## config.mk

```make
export PLATFORM = sky130hd
export DESIGN_NAME = rgb_pwm_fader
export DESIGN_NICKNAME = d
export VERILOG_FILES = /design/src/rtl/rgb_pwm_fader_pkg.sv /design/src/rtl/rgb_pwm_fader_channel.sv /design/src/rtl/rgb_pwm_fader.sv
export SDC_FILE = /design/constraint.sdc
export NUM_CORES = 1
export LEC_CHECK = 0
export BUFFER_PORTS_ARGS = -buffer_cell sky130_fd_sc_hd__buf_2
export CORE_UTILIZATION = 55
export CTS_CLUSTER_SIZE = 24
export DETAILED_ROUTE_END_ITERATION = 8
export PLACE_DENSITY_LB_ADDON = 0.12
export SLEW_MARGIN = 20
export SYNTH_ARGS = -nofsm -noshare
export SYNTH_HDL_FRONTEND = slang
export SYNTH_SLANG_ARGS = --single-unit
```

## constraint.sdc

```tcl
create_clock -name clk -period 3.85 [get_ports clk]
set_input_delay 0.385 -clock clk [delete_from_list [all_inputs] [get_ports clk]]
set_output_delay 0.385 -clock clk [all_outputs]
set_load 0.02 [all_outputs]
```

## src/rtl/rgb_pwm_fader_pkg.sv

```systemverilog
// Shared types and constant helpers for the RGB PWM fader.
// FSM state encoding and width-derivation functions used by the top
// and the per-component channel.
package rgb_pwm_fader_pkg;

  typedef enum logic {
    ST_IDLE = 1'b0,
    ST_FADE = 1'b1
  } state_e;

  // Widest of the three colour fields; sets the PWM counter width.
  function automatic int max3(input int a, input int b, input int c);
    int m;
    m = (a > b) ? a : b;
    return (m > c) ? m : c;
  endfunction

  // Bits needed to hold 0..n-1, never less than one.
  function automatic int cnt_width(input int n);
    return (n <= 1) ? 1 : $clog2(n);
  endfunction

endpackage

```

## src/rtl/rgb_pwm_fader_channel.sv

```systemverilog
// One colour component of one LED: current/target registers, a +/-1
// step toward the target, expansion to the PWM width, optional gamma,
// the period-synchronous duty register and the output comparator.
// Optional feature macro: RGB_PWM_GAMMA_EN (square-law duty mapping).
module rgb_pwm_fader_channel
  import rgb_pwm_fader_pkg::*;
#(
  parameter int FB = 5,
  parameter int W  = 6
) (
  input  logic          clk,
  input  logic          rst,
  input  logic          load_i,
  input  logic [FB-1:0] tgt_i,
  input  logic          step_i,
  input  logic          pb_i,
  input  logic [W-1:0]  pwm_cnt_i,
  output logic [FB-1:0] cur_o,
  output logic          settle_o,
  output logic          pwm_o
);

  logic [FB-1:0] cur_q, cur_d, cur_step, tgt_q;
  logic [W-1:0]  exp_val, duty_val, duty_q;
  logic          pwm_q;

  // One LSB toward the target; settle_o tells the top this step lands on it.
  always_comb begin
    cur_step = cur_q;
    if (cur_q < tgt_q)      cur_step = cur_q + 1'b1;
    else if (cur_q > tgt_q) cur_step = cur_q - 1'b1;
    cur_d    = step_i ? cur_step : cur_q;
    settle_o = (cur_step == tgt_q);
  end

  // Left-justify and refill the low bits by repeating the field from its MSB.
  always_comb begin
    exp_val = '0;
    for (int k = 0; k < W; k++) begin
      exp_val[W-1-k] = cur_q[FB-1-(k % FB)];
    end
  end

`ifdef RGB_PWM_GAMMA_EN
  logic [2*W-1:0] sq;
  assign sq       = {{W{1'b0}}, exp_val} * {{W{1'b0}}, exp_val};
  assign duty_val = W'(sq >> W);
`else
  assign duty_val = exp_val;
`endif

  // Component state, duty reload on period boundary, registered PWM compare.
  always_ff @(posedge clk) begin
    if (!rst) begin
      cur_q  <= '0;
      tgt_q  <= '0;
      duty_q <= '0;
      pwm_q  <= 1'b0;
    end else begin
      if (load_i) tgt_q <= tgt_i;
      cur_q <= cur_d;
      if (pb_i) duty_q <= duty_val;
      pwm_q <= (pwm_cnt_i < duty_q);
    end
  end

  assign cur_o = cur_q;
  assign pwm_o = pwm_q;

endmodule

```

## src/rtl/rgb_pwm_fader.sv

```systemverilog
// Multi-LED RGB PWM driver with linear fading between colours.
// Holds the prescaler, PWM counter, fade-period counter, IDLE/FADE FSM
// and the colour handshake; per-component work lives in the channels.
// Optional feature macro: RGB_PWM_GAMMA_EN (applied inside each channel).
module rgb_pwm_fader
  import rgb_pwm_fader_pkg::*;
#(
  parameter int NUM_LEDS     = 2,
  parameter int R_BITS       = 5,
  parameter int G_BITS       = 6,
  parameter int B_BITS       = 5,
  parameter int PRESCALE     = 16,
  parameter int FADE_PERIODS = 4
) (
  input  logic                              clk,
  input  logic                              rst,
  input  logic [R_BITS+G_BITS+B_BITS-1:0]   color_in,
  input  logic [cnt_width(NUM_LEDS)-1:0]    led_sel,
  input  logic                              color_valid,
  output logic                              color_ready,
  output logic                              busy,
  output logic [NUM_LEDS-1:0]               rLED,
  output logic [NUM_LEDS-1:0]               gLED,
  output logic [NUM_LEDS-1:0]               bLED
);

  localparam int PIX_W = R_BITS + G_BITS + B_BITS;
  localparam int W     = max3(R_BITS, G_BITS, B_BITS);
  localparam int SEL_W = cnt_width(NUM_LEDS);
  localparam int PS_W  = cnt_width(PRESCALE);
  localparam int FC_W  = cnt_width(FADE_PERIODS);

  logic [PS_W-1:0] presc_q, presc_d;
  logic [W-1:0]    pwm_cnt_q, pwm_cnt_d;
  logic [FC_W-1:0] fade_cnt_q, fade_cnt_d;
  state_e          state_q, state_d;
  logic            run_q;
  logic            tick, pb, step, accept, in_range, same, all_settle;

  logic [R_BITS-1:0] col_r;
  logic [G_BITS-1:0] col_g;
  logic [B_BITS-1:0] col_b;
  logic [R_BITS-1:0] r_cur [NUM_LEDS];
  logic [G_BITS-1:0] g_cur [NUM_LEDS];
  logic [B_BITS-1:0] b_cur [NUM_LEDS];
  logic [NUM_LEDS-1:0] sel_hit, same_hit, r_settle, g_settle, b_settle;

  assign col_r = color_in[PIX_W-1 -: R_BITS];
  assign col_g = color_in[B_BITS +: G_BITS];
  assign col_b = color_in[B_BITS-1:0];

  // Timebase: prescaler tick, PWM counter, period boundary, fade step strobe.
  always_comb begin
    tick       = (presc_q == PS_W'(PRESCALE - 1));
    pb         = tick && (pwm_cnt_q == '1);
    step       = (state_q == ST_FADE) && pb && (fade_cnt_q == FC_W'(FADE_PERIODS - 1));
    presc_d    = tick ? '0 : presc_q + 1'b1;
    pwm_cnt_d  = tick ? pwm_cnt_q + 1'b1 : pwm_cnt_q;
    fade_cnt_d = fade_cnt_q;
    if (accept)                           fade_cnt_d = '0;
    else if ((state_q == ST_FADE) && pb)  fade_cnt_d = step ? '0 : fade_cnt_q + 1'b1;
  end

  // Counter registers; run_q lets color_ready rise one edge after reset ends.
  always_ff @(posedge clk) begin
    if (!rst) begin
      presc_q    <= '0;
      pwm_cnt_q  <= '0;
      fade_cnt_q <= '0;
      run_q      <= 1'b0;
    end else begin
      presc_q    <= presc_d;
      pwm_cnt_q  <= pwm_cnt_d;
      fade_cnt_q <= fade_cnt_d;
      run_q      <= 1'b1;
    end
  end

  genvar gi;
  generate
    for (gi = 0; gi < NUM_LEDS; gi++) begin : g_led
      assign sel_hit[gi]  = (led_sel == SEL_W'(gi));
      assign same_hit[gi] = sel_hit[gi] && (r_cur[gi] == col_r) &&
                            (g_cur[gi] == col_g) && (b_cur[gi] == col_b);

      rgb_pwm_fader_channel #(.FB(R_BITS), .W(W)) u_r (
        .clk(clk), .rst(rst), .load_i(accept && sel_hit[gi]), .tgt_i(col_r),
        .step_i(step), .pb_i(pb), .pwm_cnt_i(pwm_cnt_q),
        .cur_o(r_cur[gi]), .settle_o(r_settle[gi]), .pwm_o(rLED[gi]));

      rgb_pwm_fader_channel #(.FB(G_BITS), .W(W)) u_g (
        .clk(clk), .rst(rst), .load_i(accept && sel_hit[gi]), .tgt_i(col_g),
        .step_i(step), .pb_i(pb), .pwm_cnt_i(pwm_cnt_q),
        .cur_o(g_cur[gi]), .settle_o(g_settle[gi]), .pwm_o(gLED[gi]));

      rgb_pwm_fader_channel #(.FB(B_BITS), .W(W)) u_b (
        .clk(clk), .rst(rst), .load_i(accept && sel_hit[gi]), .tgt_i(col_b),
        .step_i(step), .pb_i(pb), .pwm_cnt_i(pwm_cnt_q),
        .cur_o(b_cur[gi]), .settle_o(b_settle[gi]), .pwm_o(bLED[gi]));
    end
  endgenerate

  // Out-of-range selects hit no LED, so the word is taken and dropped.
  assign in_range   = |sel_hit;
  assign same       = |same_hit;
  assign all_settle = &{r_settle, g_settle, b_settle};
  assign accept     = color_valid && color_ready;

  // FSM state register.
  always_ff @(posedge clk) begin
    if (!rst) state_q <= ST_IDLE;
    else      state_q <= state_d;
  end

  // FSM next state: fade only when a real change is requested; stop once all settle.
  always_comb begin
    state_d = state_q;
    case (state_q)
      ST_IDLE: if (accept && in_range && !same) state_d = ST_FADE;
      ST_FADE: if (step && all_settle)          state_d = ST_IDLE;
      default: state_d = ST_IDLE;
    endcase
  end

  // FSM outputs.
  always_comb begin
    color_ready = run_q && (state_q == ST_IDLE);
    busy        = (state_q == ST_FADE);
  end

endmodule

```

==> results.json <==
{
  "path_class": "reg -> reg",
  "first_pass_iters": 5,
  "cts_root_buf": "clkbuf_16",
  "die_y_um": 123,
  "ir_worst_vdd_uv": 322,
  "gr-total-overflow": 0,
  "crit_start": "g_led[0].u_r.cur_o[3]",
  "synth_top_cell_area_share_pct": 29.0,
  "detail_route.iter0.violations": 728,
  "cts_setup_buffers": 0,
  "avgSynthCellArea_um2": 7.71,
  "path_buf_inv": 0,
  "busiest_layer": "met2",
  "rr_startpoint": "g_led[0].u_r.cur_o[3]",
  "dp_hpwl_um": 15800,
  "max_slew.worst_pin.slew_ns": 1.03,
  "syn_area_um2": 8010,
  "synth_edf_count": 0,
  "cp-end-kind": "flop",
  "drv_cap": 0,
  "setup_tns_ns": 0,
  "initial_core_util_pct": 57.1,
  "fillers": 1288,
  "die_w_um": 123,
  "antenna_found_initial": 0,
  "cts_max_level": 4,
  "clk_pin_slew_ns": 0.06,
  "vias": 7246,
  "ys_seq_area_share_pct": 29.0,
  "cts_tree": "done",
  "slowest_delay_ns": 0.54,
  "async_flop_share_pct": 0,
  "clk_path_buf_depth": 2,
  "dieArea_um2": 15100,
  "grtUsageMet2_pct": 48.2,
  "fin_ws_ns": 0.741,
  "ant_nets": 0,
  "p_leak_nw": 3.34,
  "gp_congestion": 0.962,
  "slew_viol_final": 0,
  "min_period_ns": 3.11,
  "grt_use_met3_pct": 6.74,
  "drive_gt1_share_pct": 9.18,
  "worstPathRequired_ns": 4.14,
  "synth-seq-cells": 116,
  "outcome": "completed",
  "setup.worst_path.start_class": "flop",
  "fin_worst_skew_ns": 0.00931,
  "finalSetupViolCount": 0,
  "row_count": 43,
  "antenna_cells": 0,
  "dp_slack_ns": 0.828,
  "synth_top_area_cell": "dfxtp_1",
  "grtUsageMet1_pct": 42.0,
  "fin_crit_sh_pct": 80.7,
  "synthesis.instances": 1039,
  "io_pins": 28,
  "nNetsFinal": 1130,
  "cp.arrival_ns": 3.40,
  "clock_latency_ns": 0.43,
  "area_growth_pct": 9.23,
  "grt_pass1_wl_um": 34800,
  "grt_max_degree": 43,
  "finalHoldViolCount": 0,
  "final_core_util_pct": 62.3,
  "power.density_nw_per_um2": 375,
  "path_delay_family": "compound AO/OA/AOI/OAI gates",
  "cts_resized": 0,
  "numCtsBuffers": 17,
  "yosysWarnings": 0,
  "holdBufCountCts": 0,
  "drc": 0,
  "coreArea_um2": 14000,
  "hold_path.class": "in -> reg",
  "path_cells": "ha_1 > a211oi_1 > nand3_1 > and3_1 > a211o_1 > a2111oi_0 > nand4_1 > nor4_1 > a21oi_1",
  "hp-start": "rst",
  "wl_per_cell_um": 18.0,
  "synth_area_leaders": "dfxtp_1 29%, ha_1 12%, nand2_1 8.0%",
  "grt_pass1_vias": 6480,
  "synth_nets": 1136,
  "io_buffers": 27,
  "rsz0062_at_grt": "no",
  "relSlewSlack_pct": 31.6,
  "synthFlopType": "dfxtp_1",
  "critPathMaxFanout": 7,
  "clkSinkCount": 116,
  "track_usage_pct": 30.7,
  "drt-total-wl_um": 22000,
  "synth.distinct_cells": 70,
  "max_freq_mhz": 322,
  "vias_per_cell": 5.91,
  "critPathSlowestCell": "a2111oi_0"
}
==> cell usage in the layout, fill, tap and decap left out, types with 3 or more instances in the layout <==
master,count
ha_1,77
mux2_2,3
nor2_2,3
nor2_1,35
clkinvlp_4,3
buf_2,27
o21ai_0,41
nor3_1,18
nor3b_1,3
nand2b_1,14
o22ai_1,7
clkinv_2,4
buf_4,11
nor2b_1,8
nand2_1,171
and2_1,4
dfxtp_1,116
bufinv_16,3
nor4_1,9
xor2_1,42
nand3_1,36
and3_1,10
a2111oi_0,4
nand4_1,16
xnor2_1,51
o21a_1,5
a22oi_1,4
a211oi_1,11
o211ai_1,4
nand4b_1,5
clkbuf_16,17
a31oi_1,3
a21o_1,5
or2_2,4
a21oi_2,4
or3_1,19
a21oi_1,118
mux2i_1,13
inv_1,77
==> logic make-up after synthesis <==
logic type      synth area share, %
buf+inv                        7.70
compound gates                 16.9
mux                            2.33
fa+ha+maj                      12.0
flops                          29.0
xor+xnor                       10.2
simple gates                   21.9
==> layout make-up <==
cell class / instances / area, um2 / share of cell area, %
clock buffer: 20 / 457 / 5.22
clock inverter: 12 / 154 / 1.76
inverter: 79 / 298 / 3.40
multi-input combinational: 781 / 5080 / 58.0
sequential: 116 / 2320 / 26.5
tap: 180 / 225 / 2.57
timing repair buffer: 38 / 218 / 2.49
==> cells in the mapped netlist (5+ instances only) <==
master    instances
nand2_1         171
nand4_1          16
ha_1             77
a211oi_1         11
o21a_1            5
nor2b_1           8
o22ai_1           7
clkbuf_1         48
nand2b_1         14
a21o_1            5
nand4b_1          5
buf_4             6
xor2_1           42
nor2_1           37
inv_1            77
dfxtp_1         116
a21oi_1         118
or3_1            19
and3_1           10
mux2i_1          13
o21ai_0          41
nor3_1           18
xnor2_1          51
nand3_1          36
nor4_1            9
==> worst register-to-register path: cells and delay by family, from the launching register on <==
| kind | cells | cell delay (ns) |
|---|---|---|
| AO/OA/AOI/OAI | 4 | 1.28 |
| adder cells (fa/ha/maj) | 1 | 0.34 |
| flip-flops | 1 | 0.50 |
| AND/OR/NAND/NOR | 4 | 0.86 |
==> where the power goes <==
group          internal (W)  switching, W  total [W]
clock               0.00105      0.000588    0.00164
combinational      0.000152      0.000262   0.000414
sequential          0.00122     0.0000157    0.00123
==> flip-flops by register name (all words and copies together) (netlist names), 4 cells and up <==
register and cells:
g_led.u_g.duty_q 12, g_led.u_r.cur_o 10, g_led.u_g.tgt_q 12, g_led.u_b.cur_o 10, g_led.u_b.tgt_q 10, g_led.u_r.duty_q 10
presc_q 4, g_led.u_g.cur_o 12, g_led.u_b.duty_q 10, g_led.u_r.tgt_q 10, pwm_cnt_q 6
==> layer usage <==
layer / part of all wire, % / up-vias
li1: - / 3564
met1: 47 / 3424
met2: 44 / 220
met3: 6.1 / 38
met4: 2.2 / 0
met5: 0 / -
==> path summary, 6_finish.rpt <==
| path | end | slack [ns] | cells past startpoint |
|---|---|---|---|
| hold reg to reg | g_led[0].u_r.duty_q[1] | 0.45 | 2 |
| setup / recovery | busy | 0.74 | 9 |
| hold / removal | run_q | 0.22 | 1 |
| setup reg to reg | busy | 0.74 | 9 |
==> stage by stage <==
stage | total power (W) | cell area (um2) | instances | hold WS (ns)
finish | 0.00328 | 8750 | 1226 | 0.224
global route | 0.00339 | 8750 | 1226 | 0.212
CTS | 0.00329 | 8750 | 1226 | 0.214
detailed placement | 0.00166 | 8140 | 1194 | 0.444
global placement | 0.00166 | 8140 | 1194 | 0.441
floorplan | 0.00154 | 8010 | 1039 | 0.413
Note: power is estimated with default switching activity, not from simulation.
